===== config.mk =====
export PLATFORM = sky130hd
export DESIGN_NAME = icache_core
export DESIGN_NICKNAME = d
export VERILOG_FILES = /design/src/rtl/interface_pkg.sv /design/src/rtl/icache_line_store.sv /design/src/rtl/icache_core.sv
export SDC_FILE = /design/constraint.sdc
export NUM_CORES = 2
export LEC_CHECK = 0
export CAP_MARGIN = 20
export CORE_ASPECT_RATIO = 1.25
export CORE_MARGIN = 8
export CORE_UTILIZATION = 30
export DETAILED_ROUTE_END_ITERATION = 10
export DONT_BUFFER_PORTS = 1
export PLACE_DENSITY = 0.47
export SLEW_MARGIN = 20
export SYNTH_ARGS = -nofsm -noshare
export SYNTH_HDL_FRONTEND = slang
export SYNTH_SLANG_ARGS = --single-unit
export TNS_END_PERCENT = 30

===== constraint.sdc =====
create_clock -name clk -period 3.6 [get_ports clk]
set_input_delay 0.54 -clock clk [delete_from_list [all_inputs] [get_ports clk]]
set_output_delay 0.54 -clock clk [all_outputs]
set_load 0.1 [all_outputs]

===== src/rtl/interface_pkg.sv =====
// Shared types and constants for the instruction-cache core and its line store.
package interface_pkg;

    typedef enum logic [1:0] {
        IDLE   = 2'd0,
        REFILL = 2'd1,
        DONE   = 2'd2
    } icache_state_e;

    localparam int          LINE_WORDS         = 4;
    localparam int          WORD_OFF_BITS      = 2;
    localparam int          LINE_OFF_BITS      = 4;
    localparam logic [31:0] LINE_BOUNDARY_MASK = 32'hFFFF_FFF0;

    // Refill beats walk the line starting at the critical word and wrap at the line end.
    function automatic logic [WORD_OFF_BITS-1:0] wrap_word(
        input logic [WORD_OFF_BITS-1:0] crit,
        input logic [WORD_OFF_BITS-1:0] beat
    );
        return crit + beat;
    endfunction

endpackage


===== src/rtl/icache_line_store.sv =====
// Valid/tag/data storage for the direct-mapped cache: combinational lookup,
// one word write port, line tag/valid set, and whole-cache flush.
module icache_line_store
    import interface_pkg::*;
#(
    parameter int INDEX_BITS = 4,
    parameter int TAG_BITS   = 28 - INDEX_BITS
) (
    input  logic                     clk,
    input  logic                     rstn,
    input  logic                     flush,
    input  logic [INDEX_BITS-1:0]    rd_idx,
    input  logic [TAG_BITS-1:0]      rd_tag,
    input  logic [WORD_OFF_BITS-1:0] rd_word,
    output logic                     rd_hit,
    output logic [31:0]              rd_data,
    input  logic                     wr_en,
    input  logic [INDEX_BITS-1:0]    wr_idx,
    input  logic [WORD_OFF_BITS-1:0] wr_word,
    input  logic [31:0]              wr_data,
    input  logic                     set_en,
    input  logic [TAG_BITS-1:0]      set_tag
);

    localparam int LINES = 2 ** INDEX_BITS;

    logic [LINES-1:0]    valid_q, valid_d;
    logic [TAG_BITS-1:0] tag_q  [LINES];
    logic [TAG_BITS-1:0] tag_d  [LINES];
    logic [31:0]         data_q [LINES][LINE_WORDS];
    logic [31:0]         data_d [LINES][LINE_WORDS];

    // Lookup port: hit needs a valid line with a matching tag.
    always_comb begin
        rd_hit  = valid_q[rd_idx] && (tag_q[rd_idx] == rd_tag);
        rd_data = data_q[rd_idx][rd_word];
    end

    // Flush clears everything first; a line set in the same cycle still lands
    // (the core never requests a set while flushing).
    always_comb begin
        valid_d = flush ? '0 : valid_q;
        tag_d   = tag_q;
        data_d  = data_q;
        if (wr_en) begin
            data_d[wr_idx][wr_word] = wr_data;
        end
        if (set_en) begin
            valid_d[wr_idx] = 1'b1;
            tag_d[wr_idx]   = set_tag;
        end
    end

    // Valid bits need reset; they alone decide whether tag/data are meaningful.
    always_ff @(posedge clk or negedge rstn) begin
        if (!rstn) begin
            valid_q <= '0;
        end else begin
            valid_q <= valid_d;
        end
    end

    // Tag and data arrays carry no reset.
    always_ff @(posedge clk) begin
        tag_q  <= tag_d;
        data_q <= data_d;
    end

endmodule


===== src/rtl/icache_core.sv =====
// Direct-mapped instruction cache core: lookup, critical-word-first line refill,
// early restart, and busy back-pressure to the AHB side.
//
//  state  | meaning
//  IDLE   | lookups accepted; a miss latches the line and starts a refill
//  REFILL | memory beats in flight; busy and mem_req high
//  DONE   | one quiet cycle for the upstream re-issue; no lookup
module icache_core
    import interface_pkg::*;
#(
    parameter int INDEX_BITS = 4
) (
    input  logic        clk,
    input  logic        rstn,
    input  logic        req_valid,
    input  logic [31:0] req_addr,
    input  logic        flush,
    output logic [31:0] rdata,
    output logic        rdata_valid,
    output logic        busy,
    output logic        mem_req,
    output logic [31:0] mem_addr,
    input  logic        mem_ack,
    input  logic [31:0] mem_rdata
);

    localparam int TAG_BITS = 28 - INDEX_BITS;
    localparam int IDX_LSB  = LINE_OFF_BITS;
    localparam int TAG_LSB  = LINE_OFF_BITS + INDEX_BITS;

    icache_state_e              state_q, state_d;
    logic [31:0]                line_base_q, line_base_d;
    logic [WORD_OFF_BITS-1:0]   crit_q, crit_d;
    logic [WORD_OFF_BITS-1:0]   beat_q, beat_d;
    logic                       flush_pend_q, flush_pend_d;
    logic [31:0]                rdata_q, rdata_d;
    logic                       rdata_valid_q, rdata_valid_d;

    logic                       lk_hit_raw, lk_hit;
    logic [31:0]                lk_data;
    logic [WORD_OFF_BITS-1:0]   cur_word;
    logic                       wr_en, set_en;
    logic                       last_ack;

    assign cur_word = wrap_word(crit_q, beat_q);
    assign lk_hit   = lk_hit_raw && !flush;
    assign last_ack = (state_q == REFILL) && mem_ack && (beat_q == 2'd3);

    icache_line_store #(
        .INDEX_BITS (INDEX_BITS),
        .TAG_BITS   (TAG_BITS)
    ) u_store (
        .clk     (clk),
        .rstn    (rstn),
        .flush   (flush),
        .rd_idx  (req_addr[TAG_LSB-1:IDX_LSB]),
        .rd_tag  (req_addr[31:TAG_LSB]),
        .rd_word (req_addr[IDX_LSB-1:2]),
        .rd_hit  (lk_hit_raw),
        .rd_data (lk_data),
        .wr_en   (wr_en),
        .wr_idx  (line_base_q[TAG_LSB-1:IDX_LSB]),
        .wr_word (cur_word),
        .wr_data (mem_rdata),
        .set_en  (set_en),
        .set_tag (line_base_q[31:TAG_LSB])
    );

    // State register.
    always_ff @(posedge clk or negedge rstn) begin
        if (!rstn) begin
            state_q <= IDLE;
        end else begin
            state_q <= state_d;
        end
    end

    // Next-state: miss starts a refill, the fourth beat ends it, DONE lasts one cycle.
    always_comb begin
        state_d = state_q;
        case (state_q)
            IDLE:    if (req_valid && !lk_hit) state_d = REFILL;
            REFILL:  if (last_ack)             state_d = DONE;
            DONE:    state_d = IDLE;
            default: state_d = IDLE;
        endcase
    end

    // FSM outputs: handshake is decoded from state so reset drops it immediately.
    always_comb begin
        busy     = (state_q == REFILL);
        mem_req  = (state_q == REFILL);
        mem_addr = '0;
        if (state_q == REFILL) begin
            mem_addr = line_base_q | {28'd0, cur_word, 2'b00};
        end
    end

    // Datapath: hit return, miss capture, beat writes, early restart, flush tracking.
    always_comb begin
        line_base_d   = line_base_q;
        crit_d        = crit_q;
        beat_d        = beat_q;
        flush_pend_d  = flush_pend_q;
        rdata_d       = rdata_q;
        rdata_valid_d = 1'b0;
        wr_en         = 1'b0;
        set_en        = 1'b0;
        case (state_q)
            IDLE: begin
                if (req_valid && lk_hit) begin
                    rdata_d       = lk_data;
                    rdata_valid_d = 1'b1;
                end else if (req_valid) begin
                    line_base_d = req_addr & LINE_BOUNDARY_MASK;
                    crit_d      = req_addr[IDX_LSB-1:2];
                    beat_d      = '0;
                end
            end
            REFILL: begin
                if (flush) begin
                    flush_pend_d = 1'b1;
                end
                if (mem_ack) begin
                    wr_en  = 1'b1;
                    beat_d = beat_q + 2'd1;
                    if (beat_q == 2'd0) begin
                        rdata_d       = mem_rdata;
                        rdata_valid_d = 1'b1;
                    end
                    if (beat_q == 2'd3) begin
                        set_en       = !(flush_pend_q || flush);
                        flush_pend_d = 1'b0;
                    end
                end
            end
            default: ;
        endcase
    end

    // Datapath registers.
    always_ff @(posedge clk or negedge rstn) begin
        if (!rstn) begin
            line_base_q   <= '0;
            crit_q        <= '0;
            beat_q        <= '0;
            flush_pend_q  <= 1'b0;
            rdata_q       <= '0;
            rdata_valid_q <= 1'b0;
        end else begin
            line_base_q   <= line_base_d;
            crit_q        <= crit_d;
            beat_q        <= beat_d;
            flush_pend_q  <= flush_pend_d;
            rdata_q       <= rdata_d;
            rdata_valid_q <= rdata_valid_d;
        end
    end

    assign rdata       = rdata_q;
    assign rdata_valid = rdata_valid_q;

endmodule


==> impl_metrics.tcl <==
set metrics [dict create \
    cts_tree "built" \
    reg2reg_slack_ns 0.01 \
    slew_viol_final 222 \
    maxCapViolations 0 \
    die_h_um 656 \
    drc 0 \
    wl_um 322000 \
    worst_r2r_path_depth 11 \
    fin_skew_ns 0.0383 \
    instances_no_fill 9741 \
    syn_avg_cell_area_um2 21.2 \
    finalWorstSetupSlack_ns -0.00460 \
    finalSetupViolCount 3 \
    numCtsBuffers 279 \
    synth_edf_count 2432 \
    rr_endpoint "rdata[20]$_DFFE_PN0P_" \
    vias_per_cell 5.18 \
    fp-row-count 235 \
    crit_fanout 583 \
    post_drt_wl_per_cell_um 33.0 \
    final_common_cell "edfxtp_1" \
    die-area_um2 346000 \
    hp-class "in2reg" \
    crit_end "rdata[20]$_DFFE_PN0P_" \
    portBuffers 0 \
    grt_antenna_before_repair 16 \
    grt_first_pass_wirelength_um 436000 \
    yosys_warnings 0 \
    ctsLongestPathBuffers 4 \
    cp.required_ns 4.34 \
    final_cell_mix "edfxtp_1 (2,432), mux4_2 (557), buf_4 (317)" \
    htreeDepth 5 \
    syn_inst 4632 \
    ios 136 \
    max_freq_ghz 0.277 \
    die_w_um 528 \
    clk_pin_slew_ns 0.06 \
    fin_nets 5208 \
    ant_nets 0 \
    timing.slew.headroom_pct -25.7 \
    rsz0062_at_grt "yes" \
    fin_crit_ns 3.60 \
    post-route-period-util_pct 100 \
    grt_use_total_pct 17.8 \
    ys_ff_latch 2516 \
    critPathLaunch "req_addr[5]" \
    dr.pass1.iters 5 \
    dr_total_vias 50500 \
    initial_core_util_pct 30.1 \
    placed_cells 9146 \
    p_leak_nw 37.3 \
    netlist_area_um2 98200 \
    clk_latency_ns 0.86 \
    violations "slew limit, setup timing" \
    vdd_drop_max_mv 0.981 \
    end_kind "flip-flop" \
    synthFlopType "edfxtp_1" \
    dp_hpwl_um 180000 \
    final-hold-violation-count 0 \
    cts_root_buffer "clkbuf_16" \
    place_congestion 0.867 \
    overflow 0 \
    drt_iter0_markers 4994 \
    async_reset_ff_share_pct 3.34 \
    grt_max_degree 598 \
    finalPower_mw 74.2 \
    core_area_um2 327000 \
    path_class "in2reg" \
    startpoint_type "input port" \
    synth.distinct_cells 73 \
    power.density_nw_per_um2 634 \
    final_util_pct 35.8 \
    worst_pin_slew_ns 1.89 \
    crit_arrival_ns 4.35 \
    grt_pass1_vias 51800 \
    clock-sinks 2516 \
    area_delta_synth_final_pct 19.2 \
    layout-drive-gt1-share_pct 29.1 \
    outcome "finished, violations left" \
    r2r-start "u_store.tag_q[233]$_DFFE_PP_" \
    ys_seq_area_share_pct 76.5 \
]
## where the power goes
part	internal (mW)	switching [mW]
registers	34.0	2.09
logic	3.37	7.52
clock network	15.6	11.6
total	53.0	21.2
## layer usage
layer / vias to the layer above / wire (um) / global-route usage (%)
li1: 20500 / - / -
met1: 27800 / 128000 / 22.5
met2: 1706 / 164000 / 31.5
met3: 498 / 17500 / 2.62
met4: 2 / 11700 / 5.94
met5: - / 13 / 0
## synthesized netlist by cell type (all sizes together) (4+ instances only)
library cell,n,area share (%)
edfxtp,2432,74
mux4,558,13
mux2i,233,2.4
nor2,178,0.68
buf,169,1.1
nand2,118,0.45
mux2,108,1.3
a21oi,92,0.47
clkbuf,84,0.32
dfrtp,84,2.1
o21ai,69,0.36
o22ai,68,0.43
and2,44,0.28
a211oi,31,0.24
nand3,31,0.16
nor3,30,0.15
a22oi,23,0.18
inv,21,0.080
o221ai,19,0.17
a221oi,18,0.16
nor2b,16,0.10
a21o,15,0.11
nor4,15,0.096
o32ai,15,0.13
xnor2,15,0.13
nand2b,12,0.076
o211ai,12,0.092
a221o,11,0.11
a32oi,10,0.089
a31oi,8,0.051
and3,7,0.045
a2111oi,6,0.054
nand4,6,0.038
or2,6,0.038
xor2,6,0.054
o31ai,5,0.038
a211o,4,0.036
a311o,4,0.041
a32o,4,0.041
or4,4,0.031
## per-stage QoR
stage / worst slack (ns) / hold slack [ns] / TNS [ns] / cell area, um^2
final: -0.00460 / 0.0408 / -0.00578 / 117000
after global routing: -0.0516 / 0.0362 / -0.647 / 117000
after CTS: 0.0250 / 0.00119 / 0 / 117000
after detailed placement: -0.755 / 0.248 / -32.63 / 107000
after global placement: -0.932 / 0.248 / -35.35 / 107000
after floorplan: -0.00750 / 0.244 / -0.00750 / 98200
## worst min path at each step
stage | slack, ns | depth (start not counted) | startpoint | end
6_report | 0.04 | 1 | mem_rdata[21] | u_store.data_q[1109]$_DFFE_PP_
5_1_grt | 0.04 | 1 | mem_rdata[20] | u_store.data_q[180]$_DFFE_PP_
4_1_cts | 0.001 | 1 | mem_rdata[20] | u_store.data_q[532]$_DFFE_PP_
3_5_place_dp | 0.25 | 0 | rstn | line_base_q[8]$_DFFE_PN0P_
3_3_place_gp | 0.25 | 0 | rstn | line_base_q[28]$_DFFE_PN0P_
2_1_floorplan | 0.24 | 0 | rstn | beat_q[0]$_DFFE_PN0P_
## worst max-delay path: stages
cell	delay [ns]
nand2_1	0.54
o22ai_1	0.17
o21ai_0	0.39
a32oi_1	0.15
or4_4	0.52
or4_4	0.46
nor4b_4	0.27
buf_4	0.16
a32o_4	0.17
buf_12	0.15
clkbuf_16	0.16
mux2_1	0.32
## logic make-up (layout without fill, tap and decap cells)
logic type / count (synthesis) / count (layout) / synth area share, %
fa+ha+maj: 3 / 3 / 0.0382
mux: 899 / 899 / 16.5
simple gates: 477 / 477 / 2.23
buf+inv: 277 / 991 / 1.49
flops: 2516 / 2516 / 76.5
other cells: 1 / 12 / 0.00382
compound gates: 438 / 438 / 3.04
xor+xnor: 21 / 21 / 0.187
## sequential cells by signal, summed over array words and instances, names as in the netlist, 2 cells and up
register and flops:
u_store.data_q 2048, u_store.tag_q 384, rdata 32, line_base_q 28, u_store.valid_q 16, beat_q 2
crit_q 2, state_q 2
## area by class of cell
type	count	area (um^2)
Fill cell	30200	210000
Antenna cell	10	25.0
Clock inverter	132	1000
Inverter	24	100
Clock buffer	360	7520
Sequential cell	2516	75100
Timing Repair Buffer	475	5410
Multi-Input combinational cell	1840	22400
Tap cell	4384	5490
## repair_timing
item / CTS / global route
hold endpoints to repair: 2176 / 1
pin swaps: 0 / 6
setup endpoints to repair: 31 / 32
setup buffers: 0 / 4
gates cloned: 0 / 8
hold buffers: 75 / 1
resized for setup: 4 / 27
Power figures use the tool's default switching activity.
